<file path="config.mk">
export PLATFORM = sky130hd
export DESIGN_NAME = spi_cmd_log
export DESIGN_NICKNAME = d
export VERILOG_FILES = /design/src/rtl/spi_cmd_log_pkg.sv /design/src/rtl/spi_cmd_fifo.sv /design/src/rtl/spi_cmd_log.sv
export SDC_FILE = /design/constraint.sdc
export NUM_CORES = 2
export LEC_CHECK = 0
export CAP_MARGIN = 10
export CORE_UTILIZATION = 30
export DETAILED_ROUTE_END_ITERATION = 8
export PLACE_DENSITY = 0.55
export SYNTH_ARGS = -nofsm -noshare
export SYNTH_HDL_FRONTEND = slang
export SYNTH_SLANG_ARGS = --single-unit
</file>
<file path="constraint.sdc">
create_clock -name clk -period 8.2 [get_ports clk]
set_input_delay 1.23 -clock clk [delete_from_list [all_inputs] [get_ports clk]]
set_output_delay 1.23 -clock clk [all_outputs]
set_load 0.02 [all_outputs]
</file>
<file path="src/rtl/spi_cmd_log_pkg.sv">
// Shared definitions for the SPI command logger: register offsets, the
// log entry layout and a helper that slices an entry into bus words.
package spi_cmd_log_pkg;

    localparam int TS_W   = 24;
    localparam int CMD_W  = 8;
    localparam int ADDR_W = 32;
    localparam int LEN_W  = 12;

    localparam logic [7:0] REG_STATUS = 8'h00;
    localparam logic [7:0] REG_HEAD0  = 8'h04;
    localparam logic [7:0] REG_HEAD1  = 8'h08;
    localparam logic [7:0] REG_HEAD2  = 8'h0C;
    localparam logic [7:0] REG_POP    = 8'h10;
    localparam logic [7:0] REG_CLEAR  = 8'h14;

    localparam logic [31:0] RDATA_DEFAULT = 32'hDECAFBAD;

    typedef struct packed {
        logic [TS_W-1:0]   ts;
        logic [CMD_W-1:0]  cmd;
        logic [ADDR_W-1:0] addr;
        logic [LEN_W-1:0]  len;
    } log_entry_t;

    function automatic logic [31:0] entry_word(input log_entry_t e, input logic [1:0] idx);
        logic [31:0] w;
        case (idx)
            2'd0:    w = {e.ts, e.cmd};
            2'd1:    w = e.addr;
            2'd2:    w = {20'h0_0000, e.len};
            default: w = 32'h0000_0000;
        endcase
        return w;
    endfunction

endpackage

</file>
<file path="src/rtl/spi_cmd_fifo.sv">
// Generic synchronous FIFO: synchronous-read RAM with a one-entry write
// bypass so the head word is valid the cycle after any push or pop.
module spi_cmd_fifo #(
    parameter int DEPTH = 32,
    parameter int WIDTH = 76
) (
    input  logic                     clk,
    input  logic                     reset,
    input  logic                     push,
    input  logic                     pop,
    input  logic                     clear,
    input  logic [WIDTH-1:0]         wdata,
    output logic [WIDTH-1:0]         head,
    output logic [$clog2(DEPTH):0]   count,
    output logic                     full,
    output logic                     empty
);

    localparam int AW = $clog2(DEPTH);
    localparam int CW = AW + 1;

    logic [WIDTH-1:0] mem [DEPTH];
    logic [WIDTH-1:0] ram_rd_q;
    logic [AW-1:0]    wr_ptr_q, wr_ptr_d;
    logic [AW-1:0]    rd_ptr_q, rd_ptr_d;
    logic [CW-1:0]    count_q, count_d;
    logic             full_q, full_d;
    logic             empty_q, empty_d;
    logic             byp_q, byp_d;
    logic [WIDTH-1:0] byp_data_q, byp_data_d;
    logic             pop_eff_s, push_eff_s;

    // Pointer/count next-state; a write landing on the next head slot goes via bypass.
    always_comb begin
        pop_eff_s  = pop && !empty_q && !clear;
        push_eff_s = push && (!full_q || pop_eff_s) && !clear;
        wr_ptr_d   = wr_ptr_q;
        rd_ptr_d   = rd_ptr_q;
        count_d    = count_q;
        if (clear) begin
            wr_ptr_d = {AW{1'b0}};
            rd_ptr_d = {AW{1'b0}};
            count_d  = {CW{1'b0}};
        end else begin
            if (push_eff_s) begin
                wr_ptr_d = wr_ptr_q + AW'(1);
            end else begin
                wr_ptr_d = wr_ptr_q;
            end
            if (pop_eff_s) begin
                rd_ptr_d = rd_ptr_q + AW'(1);
            end else begin
                rd_ptr_d = rd_ptr_q;
            end
            case ({push_eff_s, pop_eff_s})
                2'b10:   count_d = count_q + CW'(1);
                2'b01:   count_d = count_q - CW'(1);
                default: count_d = count_q;
            endcase
        end
        full_d     = (count_d == CW'(DEPTH));
        empty_d    = (count_d == {CW{1'b0}});
        byp_d      = push_eff_s && (wr_ptr_q == rd_ptr_d);
        if (push_eff_s) begin
            byp_data_d = wdata;
        end else begin
            byp_data_d = byp_data_q;
        end
    end

    // Storage array and its registered read port (no reset, BRAM style).
    always_ff @(posedge clk) begin
        if (push_eff_s) begin
            mem[wr_ptr_q] <= wdata;
        end
        ram_rd_q <= mem[rd_ptr_d];
    end

    // Control state.
    always_ff @(posedge clk) begin
        if (reset) begin
            wr_ptr_q   <= {AW{1'b0}};
            rd_ptr_q   <= {AW{1'b0}};
            count_q    <= {CW{1'b0}};
            full_q     <= 1'b0;
            empty_q    <= 1'b1;
            byp_q      <= 1'b0;
            byp_data_q <= {WIDTH{1'b0}};
        end else begin
            wr_ptr_q   <= wr_ptr_d;
            rd_ptr_q   <= rd_ptr_d;
            count_q    <= count_d;
            full_q     <= full_d;
            empty_q    <= empty_d;
            byp_q      <= byp_d;
            byp_data_q <= byp_data_d;
        end
    end

    assign head  = byp_q ? byp_data_q : ram_rd_q;
    assign count = count_q;
    assign full  = full_q;
    assign empty = empty_q;

endmodule

</file>
<file path="src/rtl/spi_cmd_log.sv">
// SPI command logger: timestamps decoded commands into a FIFO and exposes
// it to firmware through an iomem register window.
module spi_cmd_log
    import spi_cmd_log_pkg::*;
#(
    parameter int DEPTH    = 32,
    parameter int TICK_DIV = 16
) (
    input  logic              clk,
    input  logic              reset,
    input  logic              spi_cmd_strobe,
    input  logic [CMD_W-1:0]  spi_cmd,
    input  logic [ADDR_W-1:0] spi_addr,
    input  logic [LEN_W-1:0]  spi_len,
    input  logic              sel,
    input  logic              iomem_valid,
    input  logic [3:0]        iomem_wstrb,
    input  logic [7:0]        iomem_addr,
    input  logic [31:0]       iomem_wdata,
    output logic              iomem_ready,
    output logic [31:0]       iomem_rdata,
    output logic              irq
);

    localparam int PW = (TICK_DIV > 1) ? $clog2(TICK_DIV) : 1;
    localparam int CW = $clog2(DEPTH) + 1;

    logic [PW-1:0]   presc_q, presc_d;
    logic [TS_W-1:0] ts_q, ts_d;
    logic [15:0]     drop_q, drop_d;
    logic            ready_q, ready_d;
    logic [31:0]     rdata_q, rdata_d;

    logic            accept_s, write_s, pop_req_s, clear_req_s, drop_s;
    logic [31:0]     status_s, rd_mux_s;
    log_entry_t      entry_s, head_s;
    logic [CW-1:0]   fifo_count_s;
    logic            fifo_full_s, fifo_empty_s;
    logic            unused_wdata_s;

    assign unused_wdata_s = ^iomem_wdata;
    assign entry_s = '{ts: ts_q, cmd: spi_cmd, addr: spi_addr, len: spi_len};

    spi_cmd_fifo #(
        .DEPTH (DEPTH),
        .WIDTH ($bits(log_entry_t))
    ) u_fifo (
        .clk   (clk),
        .reset (reset),
        .push  (spi_cmd_strobe),
        .pop   (pop_req_s),
        .clear (clear_req_s),
        .wdata (entry_s),
        .head  (head_s),
        .count (fifo_count_s),
        .full  (fifo_full_s),
        .empty (fifo_empty_s)
    );

    // Timestamp prescaler and the drop counter.
    always_comb begin
        presc_d = presc_q;
        ts_d    = ts_q;
        drop_d  = drop_q;
        if (presc_q == PW'(TICK_DIV - 1)) begin
            presc_d = {PW{1'b0}};
            ts_d    = ts_q + TS_W'(1);
        end else begin
            presc_d = presc_q + PW'(1);
            ts_d    = ts_q;
        end
        // A pop in the same cycle frees a slot, so only a strobe into a full, unpopped FIFO drops.
        drop_s = spi_cmd_strobe && !clear_req_s && fifo_full_s && !pop_req_s;
        if (clear_req_s) begin
            drop_d = 16'h0000;
        end else if (drop_s && (drop_q != 16'hFFFF)) begin
            drop_d = drop_q + 16'h0001;
        end else begin
            drop_d = drop_q;
        end
    end

    // Register read mux, evaluated on the acceptance cycle.
    always_comb begin
        status_s        = 32'h0000_0000;
        status_s[8:0]   = 9'(fifo_count_s);
        status_s[9]     = fifo_empty_s;
        status_s[10]    = fifo_full_s;
        status_s[31:16] = drop_q;
        rd_mux_s        = RDATA_DEFAULT;
        case (iomem_addr)
            REG_STATUS: rd_mux_s = status_s;
            REG_HEAD0:  rd_mux_s = fifo_empty_s ? 32'h0000_0000 : entry_word(head_s, 2'd0);
            REG_HEAD1:  rd_mux_s = fifo_empty_s ? 32'h0000_0000 : entry_word(head_s, 2'd1);
            REG_HEAD2:  rd_mux_s = fifo_empty_s ? 32'h0000_0000 : entry_word(head_s, 2'd2);
            REG_POP:    rd_mux_s = 32'h0000_0000;
            REG_CLEAR:  rd_mux_s = 32'h0000_0000;
            default:    rd_mux_s = RDATA_DEFAULT;
        endcase
    end

    // Bus handshake and write decode.
    always_comb begin
        accept_s    = iomem_valid && sel && !ready_q;
        write_s     = (iomem_wstrb != 4'h0);
        pop_req_s   = accept_s && write_s && (iomem_addr == REG_POP);
        clear_req_s = accept_s && write_s && (iomem_addr == REG_CLEAR);
        ready_d     = accept_s;
        if (accept_s && !write_s) begin
            rdata_d = rd_mux_s;
        end else begin
            rdata_d = 32'h0000_0000;
        end
    end

    // State registers.
    always_ff @(posedge clk) begin
        if (reset) begin
            presc_q <= {PW{1'b0}};
            ts_q    <= {TS_W{1'b0}};
            drop_q  <= 16'h0000;
            ready_q <= 1'b0;
            rdata_q <= 32'h0000_0000;
        end else begin
            presc_q <= presc_d;
            ts_q    <= ts_d;
            drop_q  <= drop_d;
            ready_q <= ready_d;
            rdata_q <= rdata_d;
        end
    end

    assign iomem_ready = ready_q;
    assign iomem_rdata = rdata_q;
    assign irq         = !fifo_empty_s;

endmodule

</file>
==> results.py <==
metrics = {
    "status": {
        "status": "complete, but fails checks",
        "violations": "capacitance limit, slew limit",
    },
    "place": {
        "io_buffers": 102,
        "place_area_um2": 109900,
        "gp_congestion": 0.8207,
        "dpl.hpwl_um": 166000,
    },
    "cells_and_area": {
        "final-seq-area_um2": 78000,
        "finalInstanceArea_um2": 119700,
        "nFillCells": 32320,
        "fin_nets": 7810,
        "finish.utilization": 0.3518,
        "multi_input_area_um2": 23230,
        "area_growth_pct": 16.48,
        "final_layout_size_suffix_gt1_frac": 0.09084,
    },
    "pwr": {
        "p_sw_mw": 5.761,
        "power_leakage_nw": 38.41,
        "pwr-share-comb": 0.019,
        "clockPowerShare": 0.454,
        "p_seq_frac": 0.527,
        "p_per_area_nw_per_um2": 238.0,
        "switching_share": 0.2021,
        "power.internal_mw": 22.74,
        "ir_worst_vdd_mv": 0.2697,
    },
    "floorplan": {
        "dieArea_um2": 345000,
        "num_rows": 214,
        "core_um2": 340300,
        "fp.dieW_um": 587.4,
        "pin_count": 135,
        "die_h_um": 587.4,
        "start_util": 0.3020,
    },
    "global_route": {
        "grt_max_degree": 179,
        "antenna_found_initial": 17,
        "grtUsageTotal": 0.1809,
        "grt_pass1_vias": 62110,
        "overflow": 0,
        "grt_pass1_wl_um": 453900,
    },
    "clock_tree": {
        "htreeDepth": 5,
        "cts_inserted_buffers": 301,
        "postCtsSetupBuffers": 0,
        "clock-sinks": 2680,
        "clkLatencyLatePin_ns": 0.96,
        "clk_pin_slew_ns": 0.06,
        "hold_buffers": 0,
        "cts_tree": "done",
        "cts_resized": 0,
        "cts_buffer_depth": 4,
        "clockRootBuffer": "clkbuf_16",
    },
    "routing": {
        "drcViolationCount": 0,
        "viasPerCell": 5.165,
        "vias": 64460,
        "ant_nets": 0,
        "first_pass_iters": 6,
        "wl_per_cell_um": 25.73,
        "initialDrtViolationCount": 7130,
        "wirelength_um": 321200,
    },
    "critical_path": {
        "crit_top_cell": "nand2_1",
        "slowest_stage": "clkdlybuf4s50_1",
        "critical_path_class": "in2reg",
        "critPathArrivalTime_ns": 6.59,
        "endpoint_kind": "flip-flop",
        "cp_max_fo": 37,
        "crit_required_ns": 8.77,
        "crit_chain": "clkdlybuf4s50_1 > nor4_4 > nor4_4 > nand2_1 > nand2_1 > and3_4 > nand2_1 > nor2_4 > buf_4",
        "max_stage_delay_ns": 1.16,
        "startpoint_type": "input port",
    },
    "synth": {
        "ys_seq_elements": 2680,
        "synth_area_um2": 102800,
        "ys_seq_area_frac": 0.7588,
        "synth_cell_types": 73,
        "yosys_warnings": 0,
        "syn_nets": 7692,
        "async_reset_ff_frac": 0,
        "synth_ff_type": "edfxtp_1",
        "synth_edf_count": 2432,
        "synthCells": 7580,
        "synth.avg_cell_area_um2": 13.56,
    },
    "sta": {
        "rsz0062_at_grt": "false",
        "finalSetupViolCount": 0,
        "period_needed_ns": 6.028,
        "slew_viol_final": 9,
        "min_period_over_period": 0.7351,
        "max_freq_mhz": 165.9,
        "hold_viol": 0,
        "worst_slew_pin_slew_ns": 1.691,
        "fin_worst_skew_ns": 0.09166,
        "fin_setup_tns_ns": 0,
        "slew_headroom": -0.1302,
    },
    "min_path": {
        "min_path_type": "reg2reg",
    },
    "run": {
        "maxCapViolCount": 1,
    },
}
worst max-delay path: cells and delay by family:
family | cells | cell delay [ns]
buf+inv | 2 | 1.59
simple gates | 7 | 3.72
final timing paths:
| kind | cells past startpoint | from | end | slack [ns] |
|---|---|---|---|---|
| setup reg to reg | 8 | iomem_ready | u_fifo.mem[24][7] | 3.26 |
| hold / removal | 2 | u_fifo.byp_data_q[74] | u_fifo.byp_data_q[74] | 0.46 |
| hold reg to reg | 2 | u_fifo.byp_data_q[74] | u_fifo.byp_data_q[74] | 0.46 |
| setup / recovery | 9 | iomem_wstrb[1] | u_fifo.mem[24][7] | 2.17 |
metal layers:
metal	wire length, um	share of wire	GRT usage
met4	16440	0.051	0.08761
met1	131100	0.41	0.2367
met5	25	0.000078	0
met2	151100	0.47	0.2936
met3	22550	0.070	0.02778
cell usage in the layout (no fill, tap or decap), drive strengths merged, types with 136 or more instances in the layout:
master  instances
buf           184
a21oi         608
edfxtp       2432
nor2          136
a31oi         164
a32oi         145
nand2        2139
mux2i         278
dfxtp         248
nand3         348
clkbuf        418
nor4          143
power groups by stage:
| stage | logic, mW | registers [mW] | clock network [mW] |
|---|---|---|---|
| after detailed placement | 0.540 | 15.3 | 0 |
| final | 0.550 | 15.0 | 12.9 |
| after global placement | 0.525 | 15.3 | 0 |
| after global routing | 0.583 | 15.0 | 13.6 |
| after floorplan | 0.203 | 15.3 | 0 |
| after CTS | 0.541 | 15.0 | 13.1 |
state kept, by name (all words and copies together), names as in the netlist, 4 cells and up:
register and cells:
u_fifo.mem 2432, u_fifo.ram_rd_q 76, u_fifo.rd_ptr_q 5, u_fifo.wr_ptr_q 5, iomem_rdata 32, u_fifo.byp_data_q 76
u_fifo.count 6, drop_q 16, ts_q 24, presc_q 4
cell usage after synthesis (all sizes together) (14+ instances only):
cell type  count  share of area
a32oi        145          0.012
o22ai         56         0.0034
nor3          25         0.0013
a31oi        164          0.010
a22oi         14         0.0010
o21ai         23         0.0011
xnor2         23         0.0020
nor2         136         0.0051
xor2          34         0.0029
nand4         94         0.0058
nor4         143         0.0091
a221oi        25         0.0021
mux2          25         0.0027
nand3        348          0.017
buf          180         0.0084
and3          25         0.0015
edfxtp      2432           0.71
mux2i        278          0.027
a21oi        608          0.030
dfxtp        248          0.048
a211oi        22         0.0016
clkbuf       289          0.011
nand2       2139          0.078
area by class of cell:
type | count | share of cell area
clock buffers | 417 | 0.07020
repair buffers | 284 | 0.02769
flip-flops and latches | 2680 | 0.6514
multi-input cells | 4418 | 0.1940
clock inverters | 114 | 0.008433
inverters | 13 | 0.0004180
diodes | 18 | 0.0003762
well taps | 4536 | 0.04740
through the flow:
step / setup slack [ns] / std cells / hold slack (ns) / power [mW]
after floorplan: 1.241 / 7580 / 0.4329 / 15.47
after global placement: 1.377 / 11920 / 0.4396 / 15.83
after detailed placement: 1.290 / 11920 / 0.4471 / 15.84
after CTS: 2.236 / 12450 / 0.4554 / 28.69
after global routing: 2.161 / 12480 / 0.4722 / 29.23
final: 2.172 / 12480 / 0.4565 / 28.50
cells by family (layout without fill, tap and decap cells):
kind of cell,count (synthesis),in the layout,share of synthesized area
other,0,18,0
adders and majority gates,11,11,0.001339
buffers and inverters,482,828,0.01945
xor gates and xnor gates,57,57,0.004857
muxes,303,303,0.02981
AOI/OAI and AO/OA,1089,1089,0.06459
DFF,2680,2680,0.7588
and+or+nand+nor,2958,2958,0.1212
Note: power is estimated with default switching activity, not from simulation.
